### src/rtl/softmc_pkg.sv
// Shared definitions for the instruction sequence receiver:
// end-marker opcode, opcode field position, lane index width helper.
package softmc_pkg;

  localparam logic [3:0] ISEQ_END = 4'h0;

  localparam int INSTR_OP_MSB = 31;
  localparam int INSTR_OP_LSB = 28;

  typedef enum logic {
    ISSUE_IDLE,
    ISSUE_WAIT_BUSY
  } issue_state_t;

  function automatic int lane_idx_w(input int n);
    return (n > 1) ? $clog2(n) : 1;
  endfunction

endpackage

### src/rtl/iseq_receiver_mc_lane_fifo.sv
// lane_fifo: synchronous first-word-fall-through FIFO for one lane.
// Ports: clk, rst_n, wr_en/din, rd_en/dout, full, empty.
module lane_fifo #(
  parameter int WIDTH = 32,
  parameter int DEPTH = 64
) (
  input  logic             clk,
  input  logic             rst_n,
  input  logic             wr_en,
  input  logic [WIDTH-1:0] din,
  input  logic             rd_en,
  output logic [WIDTH-1:0] dout,
  output logic             full,
  output logic             empty
);

  localparam int AW = $clog2(DEPTH);

  logic [WIDTH-1:0] mem [DEPTH];
  logic [AW:0]      wptr;
  logic [AW:0]      rptr;
  logic             do_wr;
  logic             do_rd;

  // Extra pointer bit tells a full FIFO from an empty one.
  assign empty = (wptr == rptr);
  assign full  = (wptr[AW] != rptr[AW]) &&
                 (wptr[AW-1:0] == rptr[AW-1:0]);

  assign do_wr = wr_en && !full;
  assign do_rd = rd_en && !empty;

  assign dout = mem[rptr[AW-1:0]];

  always_ff @(posedge clk or negedge rst_n) begin
    if (!rst_n) begin
      wptr <= '0;
      rptr <= '0;
    end else begin
      if (do_wr) wptr <= wptr + 1'b1;
      if (do_rd) rptr <= rptr + 1'b1;
    end
  end

  always_ff @(posedge clk) begin
    if (do_wr) mem[wptr[AW-1:0]] <= din;
  end

endmodule

### src/rtl/iseq_receiver_mc.sv
// Instruction sequence receiver: arbitrates app/maint sources, spreads a
// sequence round-robin over lane FIFOs, queues and issues whole sequences.
// Ports: app_*/maint_* sources, dispatcher_ready/process_iseq handover,
// lane_rd_en/lane_dout/lane_empty lanes, iq_full, pending_seqs, rx_busy.
module iseq_receiver_mc
  import softmc_pkg::*;
#(
  parameter int NUM_LANES   = 2,
  parameter int LANE_DEPTH  = 64,
  parameter int INSTR_WIDTH = 32,
  parameter int MAX_SEQS    = 2
) (
  input  logic                             clk,
  input  logic                             rst_n,
  input  logic                             app_en,
  input  logic [INSTR_WIDTH-1:0]           app_instr,
  output logic                             app_ack,
  input  logic                             maint_en,
  input  logic [INSTR_WIDTH-1:0]           maint_instr,
  output logic                             maint_ack,
  input  logic                             dispatcher_ready,
  output logic                             process_iseq,
  input  logic [NUM_LANES-1:0]             lane_rd_en,
  output logic [NUM_LANES*INSTR_WIDTH-1:0] lane_dout,
  output logic [NUM_LANES-1:0]             lane_empty,
  output logic                             iq_full,
  output logic [2:0]                       pending_seqs,
  output logic                             rx_busy
);

  localparam int LW = lane_idx_w(NUM_LANES);

  logic [LW-1:0]          lane_ptr;
  logic                   lock_maint;
  logic [NUM_LANES-1:0]   lane_full;
  logic [NUM_LANES-1:0]   lane_wr;
  logic                   sel_maint;
  logic                   sel_en;
  logic [INSTR_WIDTH-1:0] sel_instr;
  logic                   is_end;
  logic                   has_space;
  logic                   has_room;
  logic                   accept;
  logic                   end_inc;
  logic                   issue;
  logic                   ptr_last;
  issue_state_t           state;
  issue_state_t           state_nxt;

  // While a sequence is open the locked source is the only candidate;
  // otherwise maint has priority over app.
  assign sel_maint = rx_busy ? lock_maint : maint_en;
  assign sel_en    = sel_maint ? maint_en : app_en;
  assign sel_instr = sel_maint ? maint_instr : app_instr;

  assign is_end = (sel_instr[INSTR_OP_MSB:INSTR_OP_LSB] == ISEQ_END);

  // Registered full flag only: a same-cycle pop does not open the lane.
  assign has_space = is_end || !lane_full[lane_ptr];
  // A new sequence may start only while the pending queue has room.
  assign has_room  = rx_busy || (pending_seqs < 3'(MAX_SEQS));

  assign accept    = rst_n && sel_en && has_space && has_room;
  assign maint_ack = accept && sel_maint;
  assign app_ack   = accept && !sel_maint;

  assign end_inc  = accept && is_end && rx_busy;
  assign ptr_last = (lane_ptr == LW'(NUM_LANES - 1));

  assign iq_full = |lane_full;

  for (genvar i = 0; i < NUM_LANES; i++) begin : g_lane
    assign lane_wr[i] = accept && !is_end && (lane_ptr == LW'(i));

    lane_fifo #(
      .WIDTH (INSTR_WIDTH),
      .DEPTH (LANE_DEPTH)
    ) u_lane (
      .clk   (clk),
      .rst_n (rst_n),
      .wr_en (lane_wr[i]),
      .din   (sel_instr),
      .rd_en (lane_rd_en[i]),
      .dout  (lane_dout[i*INSTR_WIDTH +: INSTR_WIDTH]),
      .full  (lane_full[i]),
      .empty (lane_empty[i])
    );
  end

  always_ff @(posedge clk or negedge rst_n) begin
    if (!rst_n) begin
      rx_busy    <= 1'b0;
      lock_maint <= 1'b0;
      lane_ptr   <= '0;
    end else if (accept) begin
      if (is_end) begin
        rx_busy  <= 1'b0;
        lane_ptr <= '0;
      end else begin
        rx_busy    <= 1'b1;
        lock_maint <= sel_maint;
        lane_ptr   <= ptr_last ? '0 : lane_ptr + 1'b1;
      end
    end
  end

  // One pulse per dispatcher run: after issuing, wait for the
  // dispatcher to drop ready before another sequence may go.
  always_comb begin
    state_nxt = state;
    issue     = 1'b0;
    unique case (state)
      ISSUE_IDLE: begin
        if ((pending_seqs != 3'd0) && dispatcher_ready) begin
          issue     = 1'b1;
          state_nxt = ISSUE_WAIT_BUSY;
        end
      end
      ISSUE_WAIT_BUSY: begin
        if (!dispatcher_ready) state_nxt = ISSUE_IDLE;
      end
      default: state_nxt = ISSUE_IDLE;
    endcase
  end

  always_ff @(posedge clk or negedge rst_n) begin
    if (!rst_n) begin
      state        <= ISSUE_IDLE;
      process_iseq <= 1'b0;
      pending_seqs <= 3'd0;
    end else begin
      state        <= state_nxt;
      process_iseq <= issue;
      pending_seqs <= pending_seqs + {2'b00, end_inc} - {2'b00, issue};
    end
  end

endmodule

### config.mk
export PLATFORM = sky130hd
export DESIGN_NAME = iseq_receiver_mc
export DESIGN_NICKNAME = d
export VERILOG_FILES = /design/src/rtl/softmc_pkg.sv /design/src/rtl/iseq_receiver_mc_lane_fifo.sv /design/src/rtl/iseq_receiver_mc.sv
export SDC_FILE = /design/constraint.sdc
export NUM_CORES = 2
export LEC_CHECK = 0
export ABC_CLOCK_PERIOD_IN_PS = 7650
export CAP_MARGIN = 40
export CORE_AREA = 5 5 644 646
export CTS_BUF_LIST = sky130_fd_sc_hd__clkbuf_8
export CTS_CLUSTER_DIAMETER = 120
export DETAILED_ROUTE_END_ITERATION = 12
export DIE_AREA = 0 0 649 651
export GPL_TIMING_DRIVEN = 0
export RECOVER_POWER = 25
export SYNTH_ARGS = -nofsm -noshare
export SYNTH_HDL_FRONTEND = slang
export SYNTH_SLANG_ARGS = --single-unit
### constraint.sdc
create_clock -name clk -period 7.65 [get_ports clk]
set_clock_uncertainty 0.15 [all_clocks]
set_input_delay 1.53 -clock clk [delete_from_list [all_inputs] [get_ports clk]]
set_output_delay 1.53 -clock clk [all_outputs]
set_load 0.02 [all_outputs]
## After elaboration in Yosys (flattened, before gate mapping)

Memory sizes are Yosys's and may differ from the RTL's.
Cells that the tools add are included.

| word-level totals | value |
|---|---|
| register bits | 36 |
| memory bits (writable) | 4,096 |
| input bits | 71 |
| output and inout port bits | 74 |
| logic and storage cells | 76 |
| memories kept | 2 |

Memories:

| memory | words | width | read ports | clocked after Yosys merged registers in | write ports | RTL line | source |
|---|---|---|---|---|---|---|---|
| g_lane[0].u_lane.mem | 64 | 32 | 1 | 0 | 1 | iseq_receiver_mc_lane_fifo.sv:19 | `logic [WIDTH-1:0] mem [DEPTH];` |
| g_lane[1].u_lane.mem | 64 | 32 | 1 | 0 | 1 | iseq_receiver_mc_lane_fifo.sv:19 |  |

| operators by class | value |
|---|---|
| $add $sub $neg | 7 |
| order comparisons | 2 |
| equal/unequal tests | 6 |
| muxes and demuxes | 16 |
| bitwise logic cells | 3 |
| reduce and logical (&&, ||, !) cells | 30 |

Operator list:

| kind | count |
|---|---|
| $mux 32 | 1 |
| $add 7x1->7 const B | 4 |
| $logic_and 1x1->1 | 17 |
| $eq 7x7->1 | 2 |
| $mux 1 | 14 |
| $eq 6x6->1 | 2 |
| $logic_not 1->1 | 7 |
| $logic_not 4->1 | 1 |
| $add 3x1->3 | 1 |
| $lt 3x2->1 const B | 1 |
| $not 1->1 | 3 |
| $reduce_bool 3->1 | 1 |
| $sub 3x1->3 | 1 |
| $logic_or 1x1->1 | 2 |
| $lt 1x2->1 const B | 1 |
| $ne 1x1->1 | 2 |
| $pmux 1 s2 | 1 |
| $reduce_and 2->1 | 1 |
| $reduce_or 2->1 | 1 |
| $add 1x1->1 const B | 1 |

## Longest topological paths before layout

| depth | value |
|---|---|
| word-level depth | 13 |
| gate-level depth with buffers | 11 |
| depth with buffers taken out | 11 |

## By module

Synthesis repeated with hierarchy kept, for this count alone.

| unflattened totals | value |
|---|---|
| cell total of the unflattened synthesis | 7,077 |
| area, all modules | 159,370.3 µm² |

By module, submodules not included:

| module | times used | cells an instance | area an instance (µm²) | seq. area each (µm²) |
|---|---|---|---|---|
| lane_fifo at g_lane[1].u_lane | 1 | 3,648 | 79,247.3 | 61,849.3 |
| lane_fifo at g_lane[0].u_lane | 1 | 3,349 | 79,224.7 | 61,849.3 |
| iseq_receiver_mc | 1 | 80 | 898.4 | 200.2 |

## Least setup slack after synthesis

OpenSTA, ideal clock, no wires.

| timing path | value |
|---|---|
| path type | input to register |
| start | in maint_en |
| end | mem g_lane[1].u_lane.mem[59][0] (enable) |
| library setup time | 0.421 ns |
| data arrival time | 4.451 ns |
| required time | 7.079 ns |
| path slack | 2.628 ns |
| stages on the path | 6 |
| path buffers | 1 |
| cell sequence | mux2i_1 > mux2_2 > nor2_2 > buf_2 > nand4b_1 > nor2_1 |

| between the ends | value |
|---|---|
| cells in the longest elaborated chain, start to end | 11 |
| elaborated cells between the ends (all ways) | 14 |
| classes of those cells | 5 x mux; 9 x reduce/logical |

RTL lines:

| what | RTL line | source |
|---|---|---|
| from (decl) | iseq_receiver_mc.sv:18 | `input logic maint_en,` |
| $mux 1 | iseq_receiver_mc.sv:52 | `assign sel_maint = rx_busy ? lock_maint : maint_en;` |
| $mux 32 | iseq_receiver_mc.sv:54 | `assign sel_instr = sel_maint ? maint_instr : app_instr;` |
| $logic_not 4->1 | iseq_receiver_mc.sv:56 | `assign is_end = (sel_instr[INSTR_OP_MSB:INSTR_OP_LSB] == ISEQ_END);` |
| $logic_or 1x1->1 | iseq_receiver_mc.sv:59 | `assign has_space = is_end \|\| !lane_full[lane_ptr];` |
| $logic_and 1x1->1 (2 in a row) | iseq_receiver_mc.sv:63 | `assign accept = rst_n && sel_en && has_space && has_room;` |
| $logic_and 1x1->1 (*) (2 in a row) | iseq_receiver_mc.sv:73 | `assign lane_wr[i] = accept && !is_end && (lane_ptr == LW'(i));` |
| $logic_and 1x1->1 (*) | iseq_receiver_mc_lane_fifo.sv:30 | `assign do_wr = wr_en && !full;` |
| $mux 1 (*) | iseq_receiver_mc_lane_fifo.sv:46 | `if (do_wr) mem[wptr[AW-1:0]] <= din;` |
| $mux 1 (implied by the code) (*) | iseq_receiver_mc_lane_fifo.sv:46 |  |
| to (decl) | iseq_receiver_mc_lane_fifo.sv:19 |  |

Every way passes the cells marked *; elsewhere a longest branch is shown, timed or not.

## Worst setup path in the final report

| timing path | value |
|---|---|
| start | reg g_lane[1].u_lane.rptr[2] |
| end | out lane_dout[59] |

| between the ends | value |
|---|---|
| cells in the longest elaborated chain, start to end | 1 |

RTL lines:

| what | RTL line | source |
|---|---|---|
| from (decl) | iseq_receiver_mc_lane_fifo.sv:21 | `logic [AW:0] rptr;` |
| from (signal assigned) | iseq_receiver_mc_lane_fifo.sv:41 | `if (do_rd) rptr <= rptr + 1'b1;` |
| $mem_v2 64x32 | n/a |  |
| to (decl) | iseq_receiver_mc.sv:24 | `output logic [NUM_LANES*INSTR_WIDTH-1:0] lane_dout,` |

No other way between the ends.

==> flow_metrics.py <==
metrics = {
    "run_status": {
        "status": "complete, but fails checks",
        "failed_checks": "capacitance limit, slew limit, setup timing",
    },
    "logic_synthesis": {
        "synth_top_cell_by_area": "edfxtp_1",
        "seq_area_frac_synth_pct": 78.05,
        "syn_area_um2": 158700,
        "synth_cell_types": 72,
        "synthArstFlopShare_pct": 0.8712,
        "synth_ff_type": "edfxtp_1",
        "ys_ff_latch": 4132,
        "syn_inst": 6855,
        "yosysWarnings": 0,
        "synth_compound_area_share_pct": 2.009,
        "yosys.area_share.adder_pct": 0.06778,
        "synth_xor_area_share_pct": 0.2207,
        "ys_top_cells_by_count": "edfxtp_1 (4096), mux4_2 (1059), mux2i_1 (218), nor2_1 (193), buf_2 (144)",
        "synth.area.mux_share_pct": 16.92,
        "synth_simple_gate_area_share_pct": 1.415,
        "synth_edf_count": 4096,
        "yosysMostFrequentCell": "edfxtp_1",
        "syn_nets": 6934,
        "synth_top_area_share_pct": 77.48,
        "synth_top_cells_by_area": "edfxtp_1 (77%), mux4_2 (15%), mux2i_1 (1.4%), dfrtp_1 (0.57%), mux2_2 (0.52%)",
        "syn_avg_cell_area_um2": 23.16,
        "synth_top_family_by_area": "multiplexers",
    },
    "place": {
        "dp.cells": 12810,
        "dpl.hpwl_um": 341400,
        "gp_congestion": 0.8746,
        "placed_area_um2": 175000,
        "port_buffers": 144,
    },
    "power_and_ir_drop": {
        "peakVddDrop_uv": 501.3,
        "p_per_area_nw_per_um2": 375.4,
        "p_leak_nw": 58.70,
    },
    "die": {
        "die_h_um": 651,
        "dieArea_um2": 422500,
        "die_width_um": 649,
        "initial_core_util_pct": 38.87,
        "row_count": 235,
        "io_pins": 145,
        "fp.coreArea_um2": 408400,
    },
    "sta": {
        "hold_viol_final": 0,
        "relSlewSlack_pct": -154.3,
        "rsz0062_at_grt": "false",
        "finalWorstSetupSlack_ns": -0.03392,
        "fin_crit_ns": 7.684,
        "worst_pin_slew_ns": 3.815,
        "fin_crit_sh_pct": 100.4,
        "slew_viol_final": 2405,
        "clock.fmax_mhz": 130.1,
        "finalSetupViolations": 1,
    },
    "grt": {
        "grt_max_degree": 129,
        "track_usage_pct": 23.52,
        "grt_first_pass_wirelength_um": 689700,
        "overflow": 0,
        "antenna_found_initial": 25,
        "first_global_vias": 83260,
    },
    "detailed_routing": {
        "ant_nets": 0,
        "drt_iter0_markers": 12360,
        "via_per_inst": 5.924,
        "drc": 0,
        "wirelength_um": 508300,
        "avgRoutedWirePerCell_um": 36.35,
        "dr.pass1.iters": 8,
        "dr_total_vias": 82830,
    },
    "clocking": {
        "clockRootBuffer": "clkbuf_8",
        "numCtsBuffers": 649,
        "htree_levels": 6,
        "clockBufferDepth": 4,
        "clk_pin_slew_worst_paths_ns": 0.06,
        "cts.sinks": 4132,
        "cts_setup_buffers": 0,
        "cts_tree": "done",
        "clkLatencyLatePin_ns": 1.23,
    },
    "setup_path": {
        "required_ns": 5.97,
        "worstReg2RegEnd": "g_lane[0].u_lane.mem[48][4]$_DFFE_PP_",
        "reg2reg_depth": 5,
        "worstPathMaxFanout": 10,
        "r2r_slack_ns": 0.77,
        "end_kind": "output pin",
        "r2r-start": "rx_busy$_DFFE_PN0N_",
        "path_class": "reg -> out",
        "crit_arrival_ns": 6.00,
        "crit_path_start_kind": "register",
        "cp-startpoint": "g_lane[1].u_lane.rptr[2]$_DFFE_PN0P_",
    },
    "hold_path": {
        "min_delay_path_depth": 1,
        "holdPathEnd": "process_iseq$_DFF_PN0_",
        "holdCritPathClass": "reg -> reg",
        "worstHoldStart": "state$_DFF_PN0_",
    },
    "cells_and_area": {
        "area_delta_synth_final_pct": 17.24,
        "final_nets": 8098,
        "final_cells": 13980,
        "fin_area_um2": 186100,
        "drive_gt1_share_pct": 30.56,
    },
    "flow_run": {
        "drv.max_cap_violation_count": 36,
    },
}
## kinds of logic (layout without fill, tap and decap cells)
family	count (synthesis)	after routing
adders and majority gates	8	8
buffers and inverters	401	2057
and+or+nand+nor	485	485
xor gates and xnor gates	40	40
DFF	4132	4132
muxes	1350	1350
AOI/OAI and AO/OA	439	439
other	0	21
## critical path: stages (launching register included)
cell,delay [ns]
dfrtp_1,0.36
buf_2,0.38
buf_2,0.49
nand3b_1,0.49
clkbuf_1,0.73
clkbuf_1,0.61
o221ai_1,0.28
o22ai_1,0.46
o21ai_1,0.32
clkdlybuf4s50_1,0.65
## cells in the final DEF, fill, tap and decap left out, drive strengths merged, types with 30 or more instances in the layout
master         instances
a22oi                 78
nand2                125
nor2b                 33
o22ai                 81
clkinv               215
mux2                  73
o21ai                 54
buf                  610
nor2                 194
nand3                 31
mux2i                218
a21oi                 42
edfxtp              4096
clkdlybuf4s50        141
inv                  265
dfrtp                 36
xnor2                 30
clkbuf               803
mux4                1059
## worst max-delay path by stage
| stage | endpoint | slack [ns] | depth (start not counted) |
|---|---|---|---|
| after floorplan | g_lane[1].u_lane.mem[59][0]$_DFFE_PP_ | 2.63 | 6 |
| after global placement | g_lane[1].u_lane.mem[41][14]$_DFFE_PP_ | -2.49 | 7 |
| after detailed placement | lane_dout[4] | 0.92 | 10 |
| after CTS | lane_dout[47] | 0.03 | 9 |
| after global routing | lane_dout[26] | 0.02 | 11 |
| final | lane_dout[59] | -0.03 | 9 |
## where the power goes
group	internal [mW]	total, mW	leakage (nW)	switching [mW]
combinational	9.36	25.8	14.8	16.4
clock	8.16	17.0	6.63	8.83
sequential	27.0	27.1	37.3	0.146
## what timing repair did
action,4_1_cts,5_1_grt
hold buffers,0,0
gates cloned,0,0
endpoints found under the setup margin,17,1
resized for setup,12,1
## cell type report
class,instances,area (um2)
Inverter,18,67.56
Clock buffer,663,9125
Tap cell,5451,6820
Sequential cell,4132,123900
Fill cell,33730,222300
Multi-Input combinational cell,2322,33790
Buffer,382,2044
Timing Repair Buffer,514,8023
Clock inverter,480,2298
Antenna cell,21,52.55
## routing by layer
metal | GRT usage (%) | wire length [um] | up-vias
li1 | - | - | 31820
met1 | 29.84 | 180500 | 44310
met2 | 37.76 | 241600 | 5460
met3 | 5.242 | 52440 | 1229
met4 | 12.92 | 33730 | 6
met5 | 0 | 41 | -
## state kept, by name, indices dropped and copies added, names as in the netlist
name,cells
g_lane.u_lane.rptr,14
state,1
lock_maint,1
g_lane.u_lane.wptr,14
g_lane.u_lane.mem,4096
lane_ptr,1
pending_seqs,3
rx_busy,1
process_iseq,1
## through the flow
stage	power [mW]	utilization (%)	setup WS [ns]	hold slack, ns	setup TNS (ns)
finish	69.86	45.57	-0.03392	0.3495	-0.03392
CTS	69.92	45.65	0.02531	0.1007	0
global placement	51.75	40.89	-2.494	0.3048	-8397.42
floorplan	40.82	-	2.628	0.2759	0
global route	71.73	45.57	0.02251	0.3803	0
detailed placement	53.12	42.85	0.9163	0.3182	0
(Power assumes the default switching activity.)
